$ cat config.mk
export PLATFORM = sky130hd
export DESIGN_NAME = hash_msg_feeder_flat
export DESIGN_NICKNAME = d
export VERILOG_FILES = /design/src/rtl/hash_msg_feeder_if.sv /design/src/rtl/hash_msg_feeder.sv /design/src/flat_wrapper.sv
export SDC_FILE = /design/constraint.sdc
export NUM_CORES = 1
export LEC_CHECK = 0
export CAP_MARGIN = 20
export CORE_ASPECT_RATIO = 0.75
export CORE_MARGIN = 3
export CORE_UTILIZATION = 35
export CTS_CLUSTER_DIAMETER = 40
export DETAILED_ROUTE_END_ITERATION = 8
export GPL_TIMING_DRIVEN = 0
export PLACE_DENSITY = 0.63
export RECOVER_POWER = 50
export SLEW_MARGIN = 20
export SYNTH_ARGS = -nofsm -noshare
export SYNTH_HDL_FRONTEND = slang
export SYNTH_SLANG_ARGS = --single-unit
export TNS_END_PERCENT = 5
$ cat constraint.sdc
create_clock -name clk -period 4.23 [get_ports clk]
set_input_delay 1.269 -clock clk [delete_from_list [all_inputs] [get_ports clk]]
set_output_delay 1.269 -clock clk [all_outputs]
set_load 0.03 [all_outputs]
$ cat src/rtl/hash_msg_feeder_if.sv
// rtl/hash_msg_feeder_if.sv - source-side byte stream and hash-core handshake bundle
interface hash_msg_feeder_if #(
    parameter int CNT_W = 64
);
    logic             in_valid;
    logic [7:0]       in_data;
    logic             in_last;
    logic             in_ready;
    logic             m_valid;
    logic [7:0]       message;
    logic             m_ready;
    logic             fin_valid;
    logic [CNT_W-1:0] counter;
    logic             hash_ready;

    // master: the environment (byte source plus hash core); slave: the feeder
    modport master (
        output in_valid, in_data, in_last, m_ready, hash_ready,
        input  in_ready, m_valid, message, fin_valid, counter
    );

    modport slave (
        input  in_valid, in_data, in_last, m_ready, hash_ready,
        output in_ready, m_valid, message, fin_valid, counter
    );
endinterface

$ cat src/rtl/hash_msg_feeder.sv
// rtl/hash_msg_feeder.sv - byte FIFO plus length tracker feeding the DES-S-box hash core
// Streams one message to the core, then holds its length until the digest is reported.
module hash_msg_feeder #(
    parameter int FIFO_DEPTH = 4,
    parameter int CNT_W      = 64
) (
    input  logic             clk,
    input  logic             rst_n,
    hash_msg_feeder_if.slave bus
);
    localparam int AW = (FIFO_DEPTH > 2) ? $clog2(FIFO_DEPTH) : 1;
    localparam logic [AW:0]   OCC_FULL = (AW+1)'(FIFO_DEPTH);
    localparam logic [AW:0]   OCC_ONE  = (AW+1)'(1);
    localparam logic [AW-1:0] PTR_ONE  = AW'(1);

    typedef enum logic [1:0] {
        S_IDLE   = 2'd0,
        S_STREAM = 2'd1,
        S_FINAL  = 2'd2
    } state_t;

    state_t           state_q, state_d;
    logic [8:0]       mem_q [FIFO_DEPTH];
    logic [8:0]       mem_d [FIFO_DEPTH];
    logic [AW-1:0]    wr_ptr_q, wr_ptr_d;
    logic [AW-1:0]    rd_ptr_q, rd_ptr_d;
    logic [AW:0]      occ_q, occ_d;
    logic [CNT_W-1:0] counter_q, counter_d;

    logic       in_ready;
    logic       push;
    logic       pop;
    logic       m_valid;
    logic [8:0] head;

    always_comb begin
        in_ready  = (occ_q != OCC_FULL);
        push      = bus.in_valid && in_ready;
        head      = mem_q[rd_ptr_q];
        m_valid   = (state_q == S_STREAM) && (occ_q != '0);
        pop       = m_valid && bus.m_ready;

        mem_d     = mem_q;
        wr_ptr_d  = wr_ptr_q;
        rd_ptr_d  = rd_ptr_q;
        occ_d     = occ_q;
        counter_d = counter_q;
        state_d   = state_q;

        if (push) begin
            mem_d[wr_ptr_q] = {bus.in_last, bus.in_data};
            wr_ptr_d        = wr_ptr_q + PTR_ONE;
        end
        if (pop) begin
            rd_ptr_d = rd_ptr_q + PTR_ONE;
        end
        if (push && !pop) begin
            occ_d = occ_q + OCC_ONE;
        end else if (pop && !push) begin
            occ_d = occ_q - OCC_ONE;
        end

        unique case (state_q)
            S_IDLE: begin
                // Leaving on the incoming push keeps first-byte latency at one cycle.
                if ((occ_q != '0) || push) begin
                    state_d = S_STREAM;
                end
            end
            S_STREAM: begin
                if (pop) begin
                    counter_d = counter_q + CNT_W'(1);
                    if (head[8]) begin
                        state_d = S_FINAL;
                    end
                end
            end
            S_FINAL: begin
                if (bus.hash_ready) begin
                    counter_d = '0;
                    state_d   = S_IDLE;
                end
            end
            default: state_d = S_IDLE;
        endcase
    end

    always_ff @(posedge clk or negedge rst_n) begin
        if (!rst_n) begin
            state_q   <= S_IDLE;
            mem_q     <= '{default: '0};
            wr_ptr_q  <= '0;
            rd_ptr_q  <= '0;
            occ_q     <= '0;
            counter_q <= '0;
        end else begin
            state_q   <= state_d;
            mem_q     <= mem_d;
            wr_ptr_q  <= wr_ptr_d;
            rd_ptr_q  <= rd_ptr_d;
            occ_q     <= occ_d;
            counter_q <= counter_d;
        end
    end

    assign bus.in_ready  = in_ready;
    assign bus.m_valid   = m_valid;
    assign bus.message   = head[7:0];
    assign bus.fin_valid = (state_q == S_FINAL);
    assign bus.counter   = counter_q;
endmodule
$ cat src/flat_wrapper.sv
// flat-port wrapper written by rule: the top's interface ports become plain ports
module hash_msg_feeder_flat 
#(
    parameter int FIFO_DEPTH = 4,
    parameter int CNT_W      = 64
)
  (clk, rst_n, bus_in_valid, bus_in_data, bus_in_last, bus_m_ready, bus_hash_ready, bus_in_ready, bus_m_valid, bus_message, bus_fin_valid, bus_counter);
  hash_msg_feeder_if #(.CNT_W(CNT_W)) bus_i ();
  input  logic clk;
  input  logic rst_n;
  input wire logic [$bits(bus_i.in_valid)-1:0] bus_in_valid;
  input wire logic [$bits(bus_i.in_data)-1:0] bus_in_data;
  input wire logic [$bits(bus_i.in_last)-1:0] bus_in_last;
  input wire logic [$bits(bus_i.m_ready)-1:0] bus_m_ready;
  input wire logic [$bits(bus_i.hash_ready)-1:0] bus_hash_ready;
  output wire logic [$bits(bus_i.in_ready)-1:0] bus_in_ready;
  output wire logic [$bits(bus_i.m_valid)-1:0] bus_m_valid;
  output wire logic [$bits(bus_i.message)-1:0] bus_message;
  output wire logic [$bits(bus_i.fin_valid)-1:0] bus_fin_valid;
  output wire logic [$bits(bus_i.counter)-1:0] bus_counter;
  assign bus_i.in_valid = bus_in_valid;
  assign bus_i.in_data = bus_in_data;
  assign bus_i.in_last = bus_in_last;
  assign bus_i.m_ready = bus_m_ready;
  assign bus_i.hash_ready = bus_hash_ready;
  assign bus_in_ready = bus_i.in_ready;
  assign bus_m_valid = bus_i.m_valid;
  assign bus_message = bus_i.message;
  assign bus_fin_valid = bus_i.fin_valid;
  assign bus_counter = bus_i.counter;
  hash_msg_feeder #(.FIFO_DEPTH(FIFO_DEPTH), .CNT_W(CNT_W)) u_core (.clk(clk), .rst_n(rst_n), .bus(bus_i));
endmodule
**Yosys cells after proc, flatten, opt, wreduce, memory -nomap -nowiden**

Index checks and enable logic that the tools add are counted.

- Output and inout bits: 75
- Register bits after elaboration: 109
- Word-level logic and storage cells: 57

- Reduce and logical (&&, ||, !) cells: 15
- Bitwise gates (word level): 2
- $add $sub $neg: 5
- Muxes and demuxes: 16
- $lt $le $gt $ge: 3
- Equality and inequality tests: 7

Operators by type and width:

| cell | number |
|---|---|
| 2-to-1 mux 64 bit | 2 |
| case mux 64 bit (2 select lines) | 1 |
| adder 64 x 1 -> 64 bit (second input constant) | 1 |
| bitwise mux 36 bit | 1 |
| 2-to-1 mux 9 bit | 3 |
| binary-select mux 9 bit (select 2 bit) | 1 |
| demux 9 bit (select 2 bit) | 1 |
| 2-to-1 mux 2 bit | 4 |
| greater-or-equal comparator 3 bit (second input constant) | 2 |
| logical AND 1 bit | 6 |
| 2-to-1 mux 3 bit | 2 |
| inequality test 2 x 1 -> 1 bit (second input constant) | 3 |
| NOT 2 -> 3 bit | 2 |
| case mux 2 bit (3 select lines) | 1 |
| adder 2 x 1 -> 2 bit (second input constant) | 2 |
| AND reduction 4 bit | 1 |
| nonzero test 2 bit | 2 |
| adder 3 x 1 -> 3 bit (second input constant) | 1 |
| less-than comparator 3 x 1 -> 1 bit (second input constant) | 1 |
| inequality test 3 bit (second input constant) | 1 |
| AND reduction 3 bit | 1 |
| nonzero test 3 bit | 1 |
| subtractor 3 x 1 -> 3 bit (second input constant) | 1 |
| equality test 2 x 1 -> 1 bit (second input constant) | 1 |
| other kinds (5) | 6 |

**Depth between registers and ports, before layout**

- Depth in word-level cells: 7
- Gate-level depth with buffers: 10
- Gate-level depth less buffers: 9

**Worst setup path before layout**

No wires, ideal clock.

- Kind: input -> register
- Start: in bus_m_ready
- End: reg u_core.occ_q[1]
- Buffers on the path: 0
- Library setup time: 125 ps
- Slack: 1258 ps
- Cell stages on the path: 7
- Arrival: 2848 ps
- Data required time: 4105 ps
- Cell sequence: nand3b_1 -> nor2_1 -> inv_1 -> ha_1 -> inv_1 -> fa_1 -> mux2_2

- Longest elaborated chain between the ends: 4
- Elaborated cells between the ends (all ways): 6
- Classes of those cells: mux (1); reduce/logical (5)

RTL lines:

| item | RTL line | text |
|---|---|---|
| start, declared | flat_wrapper.sv:14 | `input wire logic [$bits(bus_i.m_ready)-1:0] bus_m_ready;` |
| logical AND 1 bit | hash_msg_feeder.sv:41 | `pop = m_valid && bus.m_ready;` |
| zero test 1 bit | hash_msg_feeder.sv:57 | `if (push && !pop) begin` |
| logical AND 1 bit | hash_msg_feeder.sv:57 |  |
| 2-to-1 mux 3 bit | hash_msg_feeder.sv:57 |  |
| named net u_core.occ_d[1] | hash_msg_feeder.sv:27 | `logic [AW:0] occ_q, occ_d;` |
| end signal, assigned | hash_msg_feeder.sv:94 | `occ_q <= '0;` |
| end signal, assigned | hash_msg_feeder.sv:101 | `occ_q <= occ_d;` |
| end, declared | hash_msg_feeder.sv:27 |  |

The timed path passes the listed nets, and every way through them passes these cells.
A chain may end at the register's enable or synchronous reset.

**Final worst setup path**

- Start: reg u_core.rd_ptr_q[0]
- End: out bus_message[7]

- Longest elaborated chain between the ends: 4

RTL lines:

| item | RTL line | text |
|---|---|---|
| start, declared | hash_msg_feeder.sv:26 | `logic [AW-1:0] rd_ptr_q, rd_ptr_d;` |
| start signal, assigned | hash_msg_feeder.sv:100 | `rd_ptr_q <= rd_ptr_d;` |
| NOT 2 -> 3 bit (not written as such) | hash_msg_feeder.sv:39 | `head = mem_q[rd_ptr_q];` |
| binary-select mux 9 bit (select 2 bit) | hash_msg_feeder.sv:39 |  |
| 2-to-1 mux 9 bit (not written as such) (2 in series) | hash_msg_feeder.sv:39 |  |
| end, declared | flat_wrapper.sv:18 | `output wire logic [$bits(bus_i.message)-1:0] bus_message;` |

Every way passes these cells. The select of a mux whose other input is x is not followed.

==> impl_metrics.csv <==
group,metric,value,unit
final_layout,final_nets,636,
power,p_leak,2.87,nW
drt,drt_iter0_markers,254,
synthesis,syn_avg_cell_area,10.7,µm²
synthesis,synth_commonest_cells,"109 x dfrtp_1, 41 x nor2_1, 38 x nand2_1",
drt,drt-total-wl,14500,µm
place,post_dp_cell_area,0.00669,mm²
clock_network,cts_tree,"built",
synthesis,netlist_top_cells_area,"dfrtp_1 49%, mux2_2 7.5%, nand4_1 3.7%, mux4_2 3.7%, xor2_1 3.3%",
drt,antenna_left,0,
synthesis,synth_top_family_by_area,"simple AND/OR/NAND/NOR gates",
sta,fmax,255,MHz
synthesis,yosys_warnings,0,
final_layout,syn_to_final_growth,26.0,%
status,violations,"capacitance limit, slew limit",
clock_network,path_clk_slew,0.07,ns
die,rows,39,
drt,top_layer_used,"met4",
clock_network,clk_path_buf_depth,2,
synthesis,synth_edf_count,0,
clock_network,cts_buffers,9,
drt,wl_met3,968,µm
sta,hold_ws,0.505,ns
global_routing,grt_pass1_vias,4329,
sta,fin_skew,0.00950,ns
synthesis,synth-seq-cells,109,
clock_network,root_buffer,"clkbuf_16",
synthesis,synth-xor-area-share,0.0523,
die,start_util,0.361,
place,finalWeightedCongestion,0.822,
synthesis,synth_mux_area_frac,0.116,
clock_network,cts.sinks,109,
power,power.density,544,mW/mm²
sta,fin_crit,3.92,ns
final_layout,stdcell_count,825,
synthesis,seq_area_frac_synth,0.494,
die,die-area,0.0174,mm²
synthesis,async_flop_share,1.00,
synthesis,synth_area,0.00553,mm²
drt,drt_first_pass_iters,4,
synthesis,synth_flop_cell,"dfrtp_1",
worst_hold_path,min_path_type,"reg2reg",
sta,setup_viol_count_final,0,
global_routing,antenna_found_initial,0,
synthesis,synthAdderAreaFrac,0.0172,
global_routing,gr-total-overflow,0,
sta,rsz0062_at_grt,"false",
sta,report.final.hold_viol_count,0,
sta,slew_violations,38,
synthesis,synth_compound_area_frac,0.0704,
setup_path,crit_arrival,2.65,ns
final_layout,num-fill-cells,1435,
clock_network,clkLatencyLatePin,0.35,ns
final_layout,diodes,0,
synthesis,synth_most_common_cell,"dfrtp_1",
synthesis,ys_types,42,
flow_run,drv_cap,1,
die,coreArea,0.0153,mm²
sta,slew_headroom,-0.355,
drt,vias_per_cell,5.48,
synthesis,synth_nets,536,
clock_network,cts_hold_buf,0,
setup_path,cp-startpoint,"u_core.rd_ptr_q[0]",
die,die_h,115,µm
place,dp_hpwl,10500,µm
drt,met2_wirelength,6540,µm
synthesis,syn_inst,515,
drt,detail_route.wl_per_cell,17.6,µm
drt,vias,4518,
global_routing,grt_pass1_wl,23600,µm
clock_network,cts_max_level,3,
global_routing,track_usage,0.172,
synthesis,synth_top_area_cell,"dfrtp_1",
clock_network,cts_resized,0,
drt,wl_met1,6910,µm
setup_path,path_class,"reg2out",
final_layout,post-route-util,0.455,
clock_network,postCtsSetupRepairBufs,0,
setup_path,critPathMaxFanout,10,
sta,finalCritPeriodShare,0.926,
synthesis,yosys.area_share.simple,0.229,
power,ir_drop,0.303,mV
final_layout,drive_gt1_frac,0.132,
drt,drc,0,
global_routing,grt_max_degree,74,
status,outcome,"finished, violations left",
setup_path,slowest_stage,"buf_1",
final_layout,final_area,0.00697,mm²
setup_path,setup.worst_path.start_class,"flip-flop",
die,io_pins,89,
setup_path,path_cells,"buf_1 > mux4_2 > clkdlybuf4s50_1",
place,portBuffers,88,
worst_hold_path,worstHoldStart,"u_core.mem_q[11]",
die,fp.dieW,151,µm
synthesis,yosysTopAreaCellShare,0.494,
place,dp.cells,809,
setup_path,critPathMaxStageDelay,0.68,ns
setup_path,cp.required,2.96,ns
sta,tightestPinTransition,2.03,ns
setup_path,reg2reg_from,"u_core.occ_q[0]",
setup_path,crit_path_end_kind,"primary output",
## final timing paths
| path | end | slack, ns | cells after the start |
|---|---|---|---|
| max | bus_message[7] | 0.31 | 3 |
| min | u_core.mem_q[11] | 0.50 | 1 |
| max reg2reg | u_core.occ_q[2] | 1.36 | 9 |
| min reg2reg | u_core.mem_q[11] | 0.50 | 1 |
| max in group asynchronous | u_core.bus.counter[39] | 0.73 | 2 |
| min in group asynchronous | u_core.state_q[1] | 1.49 | 1 |
## power breakdown
group | internal, mW | switching, mW
registers | 1.30 | 0.192
logic | 0.676 | 0.753
clock network | 0.475 | 0.391
## worst max-delay path: cells and delay by family, from the launching register on
family	cells	cell delay (ns)
buf+inv	2	1.29
mux	1	0.62
flops	1	0.38
## logic make-up after synthesis
logic type / after synthesis
and+or+nand+nor: 219
DFF: 109
AOI/OAI and AO/OA: 70
muxes: 48
xor gates and xnor gates: 33
buffers and inverters: 29
adders and majority gates: 7
## per-stage QoR
step                setup WS [ns]  total power, mW  TNS (ns)
CTS                         0.238             3.85         0
global route                0.144             4.01         0
floorplan                    1.26             2.44         0
finish                      0.311             3.79         0
detailed placement          0.375             2.97         0
global placement            -2.29             2.90   -248.91
## layout by cell type, fill, tap and decap left out, types with 3 or more instances in the layout
| master | instances |
|---|---|
| nor3_1 | 9 |
| xnor2_1 | 12 |
| dlygate4sd3_1 | 28 |
| mux2_2 | 37 |
| a21oi_1 | 31 |
| nand3_1 | 23 |
| and3_1 | 8 |
| ha_1 | 6 |
| o21ai_0 | 25 |
| mux4_2 | 9 |
| or4_1 | 9 |
| nor2_1 | 41 |
| clkdlybuf4s50_1 | 59 |
| inv_1 | 10 |
| clkbuf_16 | 9 |
| buf_2 | 4 |
| nand3b_1 | 4 |
| clkinv_2 | 3 |
| nand4_2 | 4 |
| clkbuf_1 | 13 |
| nand4_1 | 33 |
| nand2_1 | 38 |
| xor2_1 | 21 |
| and2_1 | 3 |
| dfrtp_1 | 109 |
| nor4_1 | 8 |
| or3_1 | 23 |
| and4_1 | 3 |
| o31ai_1 | 8 |
## metal layers
metal,vias up,track usage
li1,2094,-
met5,-,0
met2,139,0.255
met4,0,0.0290
met3,10,0.0481
met1,2275,0.257
## final cells by class
cell class                      instances  area (µm²)  area share
Timing Repair Buffer                   89         882       0.127
Inverter                               10        37.5     0.00539
Tap cell                              205         256      0.0368
Clock inverter                          6        61.3     0.00880
Sequential cell                       109        2730       0.392
Clock buffer                           10         239      0.0343
Multi-Input combinational cell        377        2680       0.384
Buffer                                 19        83.8      0.0120
## registers in the layout (all words and copies together) (netlist names)
name	cells
u_core.mem_q	36
u_core.wr_ptr_q	2
u_core.bus.counter	64
u_core.state_q	2
u_core.rd_ptr_q	2
u_core.occ_q	3
(Power assumes the default switching activity.)
